**src/rtl/if_id_imm_stage.sv**
```systemverilog
// IF/ID stage: 2-entry skid buffer with per-entry immediate/extend-mode decode for sign_ext; HALT_DETECT_EN adds halt stall.
// Latency: instr accepted at edge N is on the outputs after edge N when the buffer was empty.
// Backpressure: registered in_ready drops when the buffer will hold two entries (or a HALT was accepted).
module if_id_imm_stage #(
    parameter int                 INSTR_W   = 16,
    parameter int                 PC_W      = 16,
    parameter logic [INSTR_W-1:0] NOP_INSTR = 16'h0800
) (
    input  logic               clk,
    input  logic               rst,
    input  logic               in_valid,
    output logic               in_ready,
    input  logic [INSTR_W-1:0] instr_in,
    input  logic [PC_W-1:0]    pc_in,
    input  logic               flush,
    output logic               out_valid,
    input  logic               out_ready,
    output logic [INSTR_W-1:0] instr_out,
    output logic [PC_W-1:0]    pc_out,
    output logic [15:0]        imm_field,
    output logic [1:0]         ext_mode,
    output logic               halt_seen
);

    typedef struct packed {
        logic [INSTR_W-1:0] instr;
        logic [PC_W-1:0]    pc;
        logic [15:0]        imm;
        logic [1:0]         mode;
    } entry_t;

    typedef enum logic [1:0] {EMPTY = 2'd0, ONE = 2'd1, TWO = 2'd2} state_t;

    function automatic entry_t make_entry(input logic [INSTR_W-1:0] instr,
                                          input logic [PC_W-1:0]    pc);
        entry_t e;
        e.instr = instr;
        e.pc    = pc;
        e.imm   = 16'd0;
        e.mode  = 2'd0;
        case (instr[15:11])
            5'b01010, 5'b01011: begin
                e.imm  = {11'd0, instr[4:0]};
                e.mode = 2'd0;
            end
            5'b01000, 5'b01001, 5'b10000, 5'b10001, 5'b10011: begin
                e.imm  = {11'd0, instr[4:0]};
                e.mode = 2'd1;
            end
            5'b10100, 5'b10101, 5'b10110, 5'b10111: begin
                e.imm  = {11'd0, instr[4:0]};
                e.mode = 2'd0;
            end
            5'b10010: begin
                e.imm  = {8'd0, instr[7:0]};
                e.mode = 2'd0;
            end
            5'b01100, 5'b01101, 5'b01110, 5'b01111,
            5'b11000, 5'b00101, 5'b00111: begin
                e.imm  = {8'd0, instr[7:0]};
                e.mode = 2'd2;
            end
            5'b00100, 5'b00110: begin
                e.imm  = {5'd0, instr[10:0]};
                e.mode = 2'd3;
            end
            default: begin
                e.imm  = 16'd0;
                e.mode = 2'd0;
            end
        endcase
        return e;
    endfunction

    state_t state_q, state_d;
    entry_t head_q, skid_q, new_entry, nop_entry;
    logic   in_ready_q;
    logic   in_xfer, out_xfer;
    logic   halt_d;

    assign in_xfer   = in_valid & in_ready_q;
    assign out_xfer  = out_valid & out_ready;
    assign new_entry = make_entry(instr_in, pc_in);

    always_comb begin
        nop_entry       = '0;
        nop_entry.instr = NOP_INSTR;
    end

    always_ff @(posedge clk) begin
        if (rst) begin
            state_q <= EMPTY;
        end else begin
            state_q <= state_d;
        end
    end

    always_comb begin
        state_d = state_q;
        if (flush) begin
            state_d = EMPTY;
        end else begin
            case (state_q)
                EMPTY:   if (in_xfer) state_d = ONE;
                ONE: begin
                    if (in_xfer && !out_xfer)      state_d = TWO;
                    else if (!in_xfer && out_xfer) state_d = EMPTY;
                end
                TWO:     if (out_xfer) state_d = ONE;
                default: state_d = EMPTY;
            endcase
        end
    end

    always_comb begin
        out_valid = (state_q != EMPTY);
    end

`ifdef HALT_DETECT_EN
    logic halt_q;

    // Once a HALT is taken nothing more enters until a redirect or reset.
    always_ff @(posedge clk) begin
        if (rst || flush) begin
            halt_q <= 1'b0;
        end else if (in_xfer && (instr_in[15:11] == 5'b00000)) begin
            halt_q <= 1'b1;
        end
    end

    assign halt_d    = halt_q | (in_xfer & (instr_in[15:11] == 5'b00000));
    assign halt_seen = halt_q;
`else
    assign halt_d    = 1'b0;
    assign halt_seen = 1'b0;
`endif

    always_ff @(posedge clk) begin
        if (rst) begin
            head_q     <= nop_entry;
            skid_q     <= nop_entry;
            in_ready_q <= 1'b1;
        end else if (flush) begin
            head_q     <= nop_entry;
            skid_q     <= nop_entry;
            in_ready_q <= 1'b1;
        end else begin
            case (state_q)
                EMPTY: if (in_xfer) head_q <= new_entry;
                ONE: begin
                    if (in_xfer && out_xfer) head_q <= new_entry;
                    else if (in_xfer)        skid_q <= new_entry;
                    else if (out_xfer)       head_q <= nop_entry;
                end
                TWO:     if (out_xfer) head_q <= skid_q;
                default: head_q <= nop_entry;
            endcase
            in_ready_q <= (state_d != TWO) && !halt_d;
        end
    end

    assign in_ready  = in_ready_q;
    assign instr_out = head_q.instr;
    assign pc_out    = head_q.pc;
    assign imm_field = head_q.imm;
    assign ext_mode  = head_q.mode;

endmodule

```
**config.mk**
```make
export PLATFORM = sky130hd
export DESIGN_NAME = if_id_imm_stage
export DESIGN_NICKNAME = d
export VERILOG_FILES = /design/src/rtl/if_id_imm_stage.sv
export SDC_FILE = /design/constraint.sdc
export NUM_CORES = 1
export LEC_CHECK = 0
export CORE_ASPECT_RATIO = 1.2
export CORE_MARGIN = 1
export CORE_UTILIZATION = 53
export DETAILED_ROUTE_END_ITERATION = 8
export GPL_TIMING_DRIVEN = 0
export PLACE_DENSITY_LB_ADDON = 0.15
export SLEW_MARGIN = 0
export SYNTH_ARGS = -nofsm -noshare
export SYNTH_HDL_FRONTEND = slang
export SYNTH_SLANG_ARGS = --single-unit
```
**constraint.sdc**
```tcl
create_clock -name clk -period 2.5 [get_ports clk]
set_input_delay 0.5 -clock clk [delete_from_list [all_inputs] [get_ports clk]]
set_output_delay 0.5 -clock clk [all_outputs]
set_load 0.03 [all_outputs]
```
# Word level (Yosys, flattened, before mapping)
# Cells that the tools add are included.
classes:
  mux: 13
  reduce_logical: 14
  n_eq_ne: 28
  n_bitwise: 3
ops:
  columns: ["op", "count"]
  rows:
  - ["50-bit two-way mux", 5]
  - ["50-bit case mux with 3 select lines", 1]
  - ["13-bit case mux with 5 select lines", 1]
  - ["5-bit equality test, second input constant", 9]
  - ["5-bit by 4-bit equality test with 1-bit output, second input constant", 8]
  - ["5-bit by 3-bit equality test with 1-bit output, second input constant", 4]
  - ["2-bit two-way mux", 5]
  - ["7-bit OR reduction", 1]
  - ["2-bit != test, second input constant", 3]
  - ["3-bit != test, second input constant", 2]
  - ["2-bit case mux with 3 select lines", 1]
  - ["6-bit OR reduction", 1]
  - ["5-bit OR reduction", 1]
  - ["4-bit AND reduction", 1]
  - ["2-bit OR reduction", 2]
  - ["1-bit logical AND", 3]
  - ["3-bit AND reduction", 1]
  - ["1-bit AND", 2]
  - ["2-bit by 1-bit equality test with 1-bit output, second input constant", 1]
  - ["2-bit equality test, second input constant", 1]
  - ["1-bit logical NOT", 2]
  - ["2-bit logical NOT", 1]
  - ["2-bit nonzero test", 1]
  - ["1-bit NOT", 1]
word_totals:
  output_inout_bits: 53
  reg_bits: 103

# Longest topological paths before layout
# Gate-level depths: netlist of the first run.
logic_depth:
  ltp_word: 8
  ltp_mapped: 7

# Worst setup path before layout of the first run
# No wires, ideal clock.
synth_timing:
  path_kind: "register to register"
  from: "register in_ready_q, in the netlist in_ready"
  to: "register head_q, in the netlist imm_field[1]"
  path_buffers: 2
  t_arrival_ns: 1.682
  t_required_ns: 2.378
  stages_incl_launch_ff: 7
  setup_ns: 0.122
  path_slack_ns: 0.696
  synth_period_minus_slack_ns: 1.804
  path_cell_list: "dfxtp_1 nand3b_1 a31o_1 buf_6 and2_4 buf_6 a221o_1"
synth_via:
  elab_chain_cells: 4
synth_rtl:
  columns: ["element", "line", "rtl"]
  rows:
  - ["start: declaration", "77", "logic in_ready_q;"]
  - ["start signal: assignment", "158", "in_ready_q <= (state_d != TWO) && !halt_d;"]
  - ["1-bit AND (*)", "81", "assign in_xfer = in_valid & in_ready_q;"]
  - ["1-bit logical AND", "151", "if (in_xfer && out_xfer) head_q <= new_entry;"]
  - ["3-bit != test (no line) or 50-bit two-way mux (tied branches)", null, null]
  - ["4-bit AND reduction (no line) or 50-bit case mux with 3 select lines (tied branches)", null, null]
  - ["end signal: assignment", "151", null]
  - ["end signal: assignment", "153", "else if (out_xfer) head_q <= nop_entry;"]
  - ["end signal: assignment", "155", "TWO: if (out_xfer) head_q <= skid_q;"]
  - ["end: declaration", "76", "entry_t head_q, skid_q, new_entry, nop_entry;"]
# Mark *: on every way between the ends. The rest lies on a longest branch, timed or not.
# A chain may end at the register's enable or synchronous reset.

# Worst setup path after layout of the first run
layout_timing:
  from: "register state_q[0]"
  to: "output out_valid"
layout_via:
  elab_chain_cells: 1
layout_rtl:
  columns: ["element", "line", "rtl"]
  rows:
  - ["start: declaration", "75", "state_t state_q, state_d;"]
  - ["start signal: assignment", "94", "state_q <= state_d;"]
  - ["2-bit nonzero test", "116", "out_valid = (state_q != EMPTY);"]
  - ["end: declaration", "16", "output logic out_valid,"]
# Every way passes these cells.

==> impl_results.md, run 1 <==
- Lkg Pwr: 1.671 nW
- Share of cells above drive strength 1: 9.002%
- Top FF cell, synth: dfxtp_1
- Worst VDD drop: 0.0003983 V
- Critical path launch point: state_q[0]
- Endpoints failing hold: 0
- PD cells: 603.1 mW/mm^2
- Commonest non-fill, non-tap cell in the layout: dfxtp_1
- Number of placed instances, taps included: 581
- Hold bufs inserted after CTS: 0
- Initial core utilization: 55.77%
- Die area: 0.007204 mm^2
- Hpwl dp: 6890 um
- Nets: 544
- Core area: 0.006526 mm^2
- DIE WIDTH: 77.65 um
- Design Area, Final: 0.004755 mm^2
- Layout fillers: 537
- Routed WL per cell: 16.28 um
- Synthesized area: 0.003640 mm^2
- Die height: 92.78 um
- Multiplexer share of the synthesized area: 0%
- Post-DP Area: 0.004566 mm^2
- XOR/XNOR share of the synthesized area: 0.4813%
- Relative max-transition margin: 58.86%
- Post-CTS sizing: 0
- CTS tree: built
- Min-delay worst type: register to register
- Post-synthesis average cell area: 8.856 um^2
- Vias per std cell: 5.891
- Seq/Total Area, Yosys: 51.15%
- FF/Latch Area: 0.001862 mm^2
- Synth area leaders: dfxtp_1, a222oi_1, nand2_1
- #FFs+latches synth: 93
- Clock sink count: 93
- RSZ-0062 raised after global routing: no
- Clock latency on the worst-skew pair: 0.37 ns
- CP required: 2.00 ns
- Combinational family with the most area after synthesis: compound AO/OA/AOI/OAI gates
- Cts bufs inserted: 9
- Final setup violation count: 0
- Clock Path Buffers: 2
- Nature of the critical path endpoint: output port
- CP max-delay cell: clkdlybuf4s50_1
- Syn-to-layout area delta: 30.63%
- RePlAce Congestion: 0.8727
- Netlist cell types: 42
- Commonest non-fill, non-tap cells in the layout: dfxtp_1, nand2_1, clkdlybuf4s50_1
- Worst hold slack: 0.4597 ns
- CP Cell Sequence: buf_4 > or2_2 > clkdlybuf4s50_1
- Ys async rst share: 0%
- Status: complete, no violations
- Synth warn: 0
- Number of setup buffers added after CTS: 0
- Vias in the first global route: 3227
- Via Count: 3511
- Synth area leader: dfxtp_1
- Reg2reg start: state_q[0]
- Largest stage delay on the critical path: 0.59 ns
- Initial drt markers: 365
- Final min period: 2.204 ns
- Antenna fix cells: 0
- Synth Area in Simple Gates: 19.39%
- Clk root buf: clkbuf_8
- Tcrit/Tclk final: 88.15%
- First-pass DRT Iterations: 7
- Total I/O pin count: 90
- Startpoint types: register
- WL final: 9701 um
- Worst R2R Path Depth: 6
- Multi-input logic area: 0.001549 mm^2
- Antenna Violating Nets Remaining: 0
- First-pass GRT wire length: 15420 um
- Row count: 32
- Initial antenna violation count: 0
- Fmax: 0.4538 GHz
- H-tree levels: 3
- Final std cells w/o fill: 596
- Adder-cell area share of the yosys netlist: 0%
- Largest net degree at the start of global routing: 16
- Max-cap viol count: 0
- Crit path kind: register to output port
- Largest fanout on the critical path: 10
- Actual slew at the worst max-slew pin: 0.6171 ns
- # DRC: 0
- Tot Pwr: 2.868 mW
- Hold_sp: skid_q[24]
- WHS Path Cells: 2
- Worst Clk Skew: 0.009060 ns
- All-layer global routing usage: 27.61%
- Worst-path clk slew: 0.09 ns
- Yosys top cell area share: 51.15%
- Fin. max-slew vios: 0
- Number of synthesized flops with an enable pin: 0
- Synth Area in Compound Gates: 22.07%
- Gate Count Post-Synth: 411
- Crit path DAT: 1.70 ns
- Total grt overflow: 0
- I/O Buffers: 80
[where the power goes]
group / switching, mW / internal, mW
logic: 0.214 / 0.157
clock network: 0.523 / 0.454
registers: 0.0141 / 1.51
total: 0.751 / 2.12
[metal layers]
metal	wire, um	GRT usage (%)
met4	157	11.79
met3	725	5.616
met5	0	0
met1	4062	34.40
met2	4755	46.02
[state kept, by name (all words and copies together) (netlist names)]
signal     flops
skid_q        45
instr_out     16
pc_out        16
imm_field     11
ext_mode       2
state_q        2
in_ready       1
[Yosys cell counts, types with 3 or more instances]
library cell	number
o2bb2ai_1	3
buf_2	11
and3_1	10
a21oi_1	47
nor3b_1	3
nor2b_1	3
nor3_1	3
o21ai_0	5
clkbuf_1	17
buf_4	12
nor2_1	35
a22oi_1	3
a222oi_1	31
dfxtp_1	93
nand2_1	81
nand3_1	15
a221o_1	9
inv_1	3
[final timing paths]
kind / slack, ns / end
min reg2reg: 0.46 / skid_q[24]
max: 0.30 / out_valid
min: 0.46 / skid_q[24]
max reg2reg: 0.61 / ext_mode[1]
[layout make-up]
cell class | count | share of cell area (%)
multi-input combinational | 277 | 32.58
inverter | 3 | 0.2368
tap | 85 | 2.237
timing repair buffer | 80 | 16.84
clock inverter | 6 | 1.368
clock buffer | 9 | 2.605
sequential | 93 | 39.16
buffer | 43 | 4.974
[worst max-delay path: cells and delay by family (launching register included)]
family | cells | cell delay, ns
DFF | 1 | 0.31
and+or+nand+nor | 1 | 0.29
buffers and inverters | 2 | 0.75
[kinds of logic after synthesis]
kind of cell | after synthesis
other | 1
AOI/OAI and AO/OA | 109
and+or+nand+nor | 160
buffers and inverters | 46
DFF | 93
xor gates and xnor gates | 2
[metrics by stage]
stage | utilization (%) | TNS (ns) | setup slack (ns)
floorplan | - | 0 | 0.6959
global placement | 69.96 | -0.03538 | -0.03208
detailed placement | 69.96 | -0.03489 | -0.03019
CTS | 72.85 | 0 | 0.2889
global route | 72.85 | 0 | 0.1242
finish | 72.85 | 0 | 0.2963
(Power assumes the default switching activity.)
==> run 2, diff against run 1 <==
GPL_ROUTABILITY_DRIVEN = 0   (was not set)
==> results of run 2 <==
No change in the layout: final DEF, timing and power equal those of run 1.
==> run 3, diff against run 2 <==
GPL_TIMING_DRIVEN = not set   (was 0)
RECOVER_POWER = 100   (was not set)
==> impl_results.md, run 3 (same netlist as run 1, synthesis figures left out) <==
- Status: complete, no violations
- Endpoints failing hold: 0 (unchanged)
- Min-delay worst type: register to register
- Largest register FFs: 45 (unchanged)
- Total I/O pin count: 90 (unchanged)
- Post-CTS sizing: 0 (unchanged)
- RSZ-0062 raised after global routing: no
- Worst VDD drop: 0.0004439 V (+11%)
- First-pass DRT Iterations: 9 (+2)
- Hpwl dp: 5798 um (-16%)
- Fmax: 0.4403 GHz (-3.0%)
- Final setup violation count: 0 (unchanged)
- Commonest non-fill, non-tap cells in the layout: dfxtp_1, nand2_1, dlygate4sd3_1
- Die area: 0.007204 mm^2 (unchanged)
- CP required: 2.00 ns (about the same)
- H-tree levels: 3 (unchanged)
- Die height: 92.78 um (unchanged)
- Hold bufs inserted after CTS: 0 (unchanged)
- Number of placed instances, taps included: 555 (-4.5%)
- Vias per std cell: 5.926 (+0.60%)
- Clock latency on the worst-skew pair: 0.36 ns (about the same)
- I/O Buffers: 83 (+3.8%)
- Syn-to-layout area delta: 29.25%
- Initial antenna violation count: 0 (unchanged)
- Startpoint types: register
- Nets: 518 (-4.8%)
- # DRC: 0 (unchanged)
- Initial core utilization: 55.77% (unchanged)
- Core area: 0.006526 mm^2 (unchanged)
- Largest net degree at the start of global routing: 48 (+32)
- Worst-path clk slew: 0.09 ns (about the same)
- Worst Clk Skew: 0.01012 ns (+0.001064 ns)
- Antenna Violating Nets Remaining: 0 (unchanged)
- Largest fanout on the critical path: 11 (+1)
- PD cells: 632.2 mW/mm^2 (+4.8%)
- Number of setup buffers added after CTS: 0 (unchanged)
- Clock sink count: 93 (unchanged)
- Via Count: 3384 (-3.6%)
- Worst reg2reg setup slack: 0.43 ns (-0.18 ns)
- Max-cap viol count: 0 (unchanged)
- Relative max-transition margin: 50.99% (-7.9 points)
- CP Cell Sequence: or2_2 > dlygate4sd3_1
- Routed WL per cell: 15.66 um (-3.8%)
- Total grt overflow: 0 (unchanged)
- Multi-input logic area: 0.001546 mm^2 (-0.16%)
- Actual slew at the worst max-slew pin: 0.7351 ns (+0.1180 ns)
- All-layer global routing usage: 25.69% (-1.9 points)
- Worst hold slack: 0.4553 ns (-0.004390 ns)
- CP max-delay cell: dlygate4sd3_1
- Clk root buf: clkbuf_8
- Vias in the first global route: 3117 (-3.4%)
- Nature of the critical path endpoint: output port
- CTS tree: built
- DIE WIDTH: 77.65 um (unchanged)
- FF/Latch Area: 0.001862 mm^2 (unchanged)
- Largest stage delay on the critical path: 0.73 ns (+0.14 ns)
- Clock Path Buffers: 2 (unchanged)
- Share of cells above drive strength 1: 6.379% (-2.6 points)
- Antenna fix cells: 0 (unchanged)
- Commonest non-fill, non-tap cell in the layout: dfxtp_1
- Fin. max-slew vios: 0 (unchanged)
- First-pass GRT wire length: 14810 um (-3.9%)
- Initial drt markers: 370 (+1.4%)
- Tcrit/Tclk final: 90.84% (+2.7 points)
- Crit path DAT: 1.77 ns (+0.07 ns)
- Final min period: 2.271 ns (+0.06736 ns)
- Row count: 32 (unchanged)
- Lkg Pwr: 1.764 nW (+5.6%)
- Largest Register: skid_q
- Final std cells w/o fill: 571 (-4.2%)
- Cts bufs inserted: 9 (unchanged)
- Fin Setup TNS: 0 ns (unchanged)
- Crit path kind: register to output port
- Layout fillers: 530 (-1.3%)
- WL final: 8941 um (-7.8%)
==> run 3: power by group <==
| group | internal (mW) | leakage (nW) | switching [mW] | total, mW |
|---|---|---|---|---|
| clock | 0.571 | 0.114 | 0.536 | 1.11 |
| sequential | 1.51 | 0.753 | 0.0153 | 1.52 |
| combinational | 0.142 | 0.897 | 0.203 | 0.346 |
| total | 2.22 | 1.76 | 0.755 | 2.97 |
==> run 3: critical path, delay by kind of cell, from the launching register on <==
kind          cells  cell delay (ns)
buf+inv           1             0.73
flops             1             0.53
simple gates      1             0.17
==> run 3: path summary, 6_finish.rpt <==
path | from | to | cells past startpoint
min | skid_q[9] | skid_q[9] | 2
max reg2reg | state_q[1] | pc_out[10] | 5
max | state_q[1] | out_valid | 2
min reg2reg | skid_q[9] | skid_q[9] | 2
==> run 3: layer usage <==
metal / up-vias / share of wire (%) / GRT usage [%]
met5: - / 0 / 0
met1: 1639 / 43 / 32.98
met2: 127 / 51 / 42.99
met4: 0 / 0.81 / 10.38
li1: 1610 / - / -
met3: 8 / 6.0 / 3.842
==> run 3: cell type report <==
type,instances,area share (%)
clock buffer,9,2.633
clock inverter,7,2.048
inverter,3,0.2394
multi-input combinational,277,32.87
sequential,93,39.57
tap,85,2.261
timing repair buffer,97,20.37
==> run 3: per-stage QoR <==
step	worst slack [ns]	cell area (um^2)	util (%)	total power, mW
2_1_floorplan	0.6959	3659	-	1.761
3_3_place_gp	0.2302	4509	69.10	1.909
3_5_place_dp	0.1538	4509	69.10	1.914
4_1_cts	0.2916	4730	72.47	3.002
5_1_grt	0.1657	4705	72.09	3.083
6_report	0.2289	4705	72.09	2.974
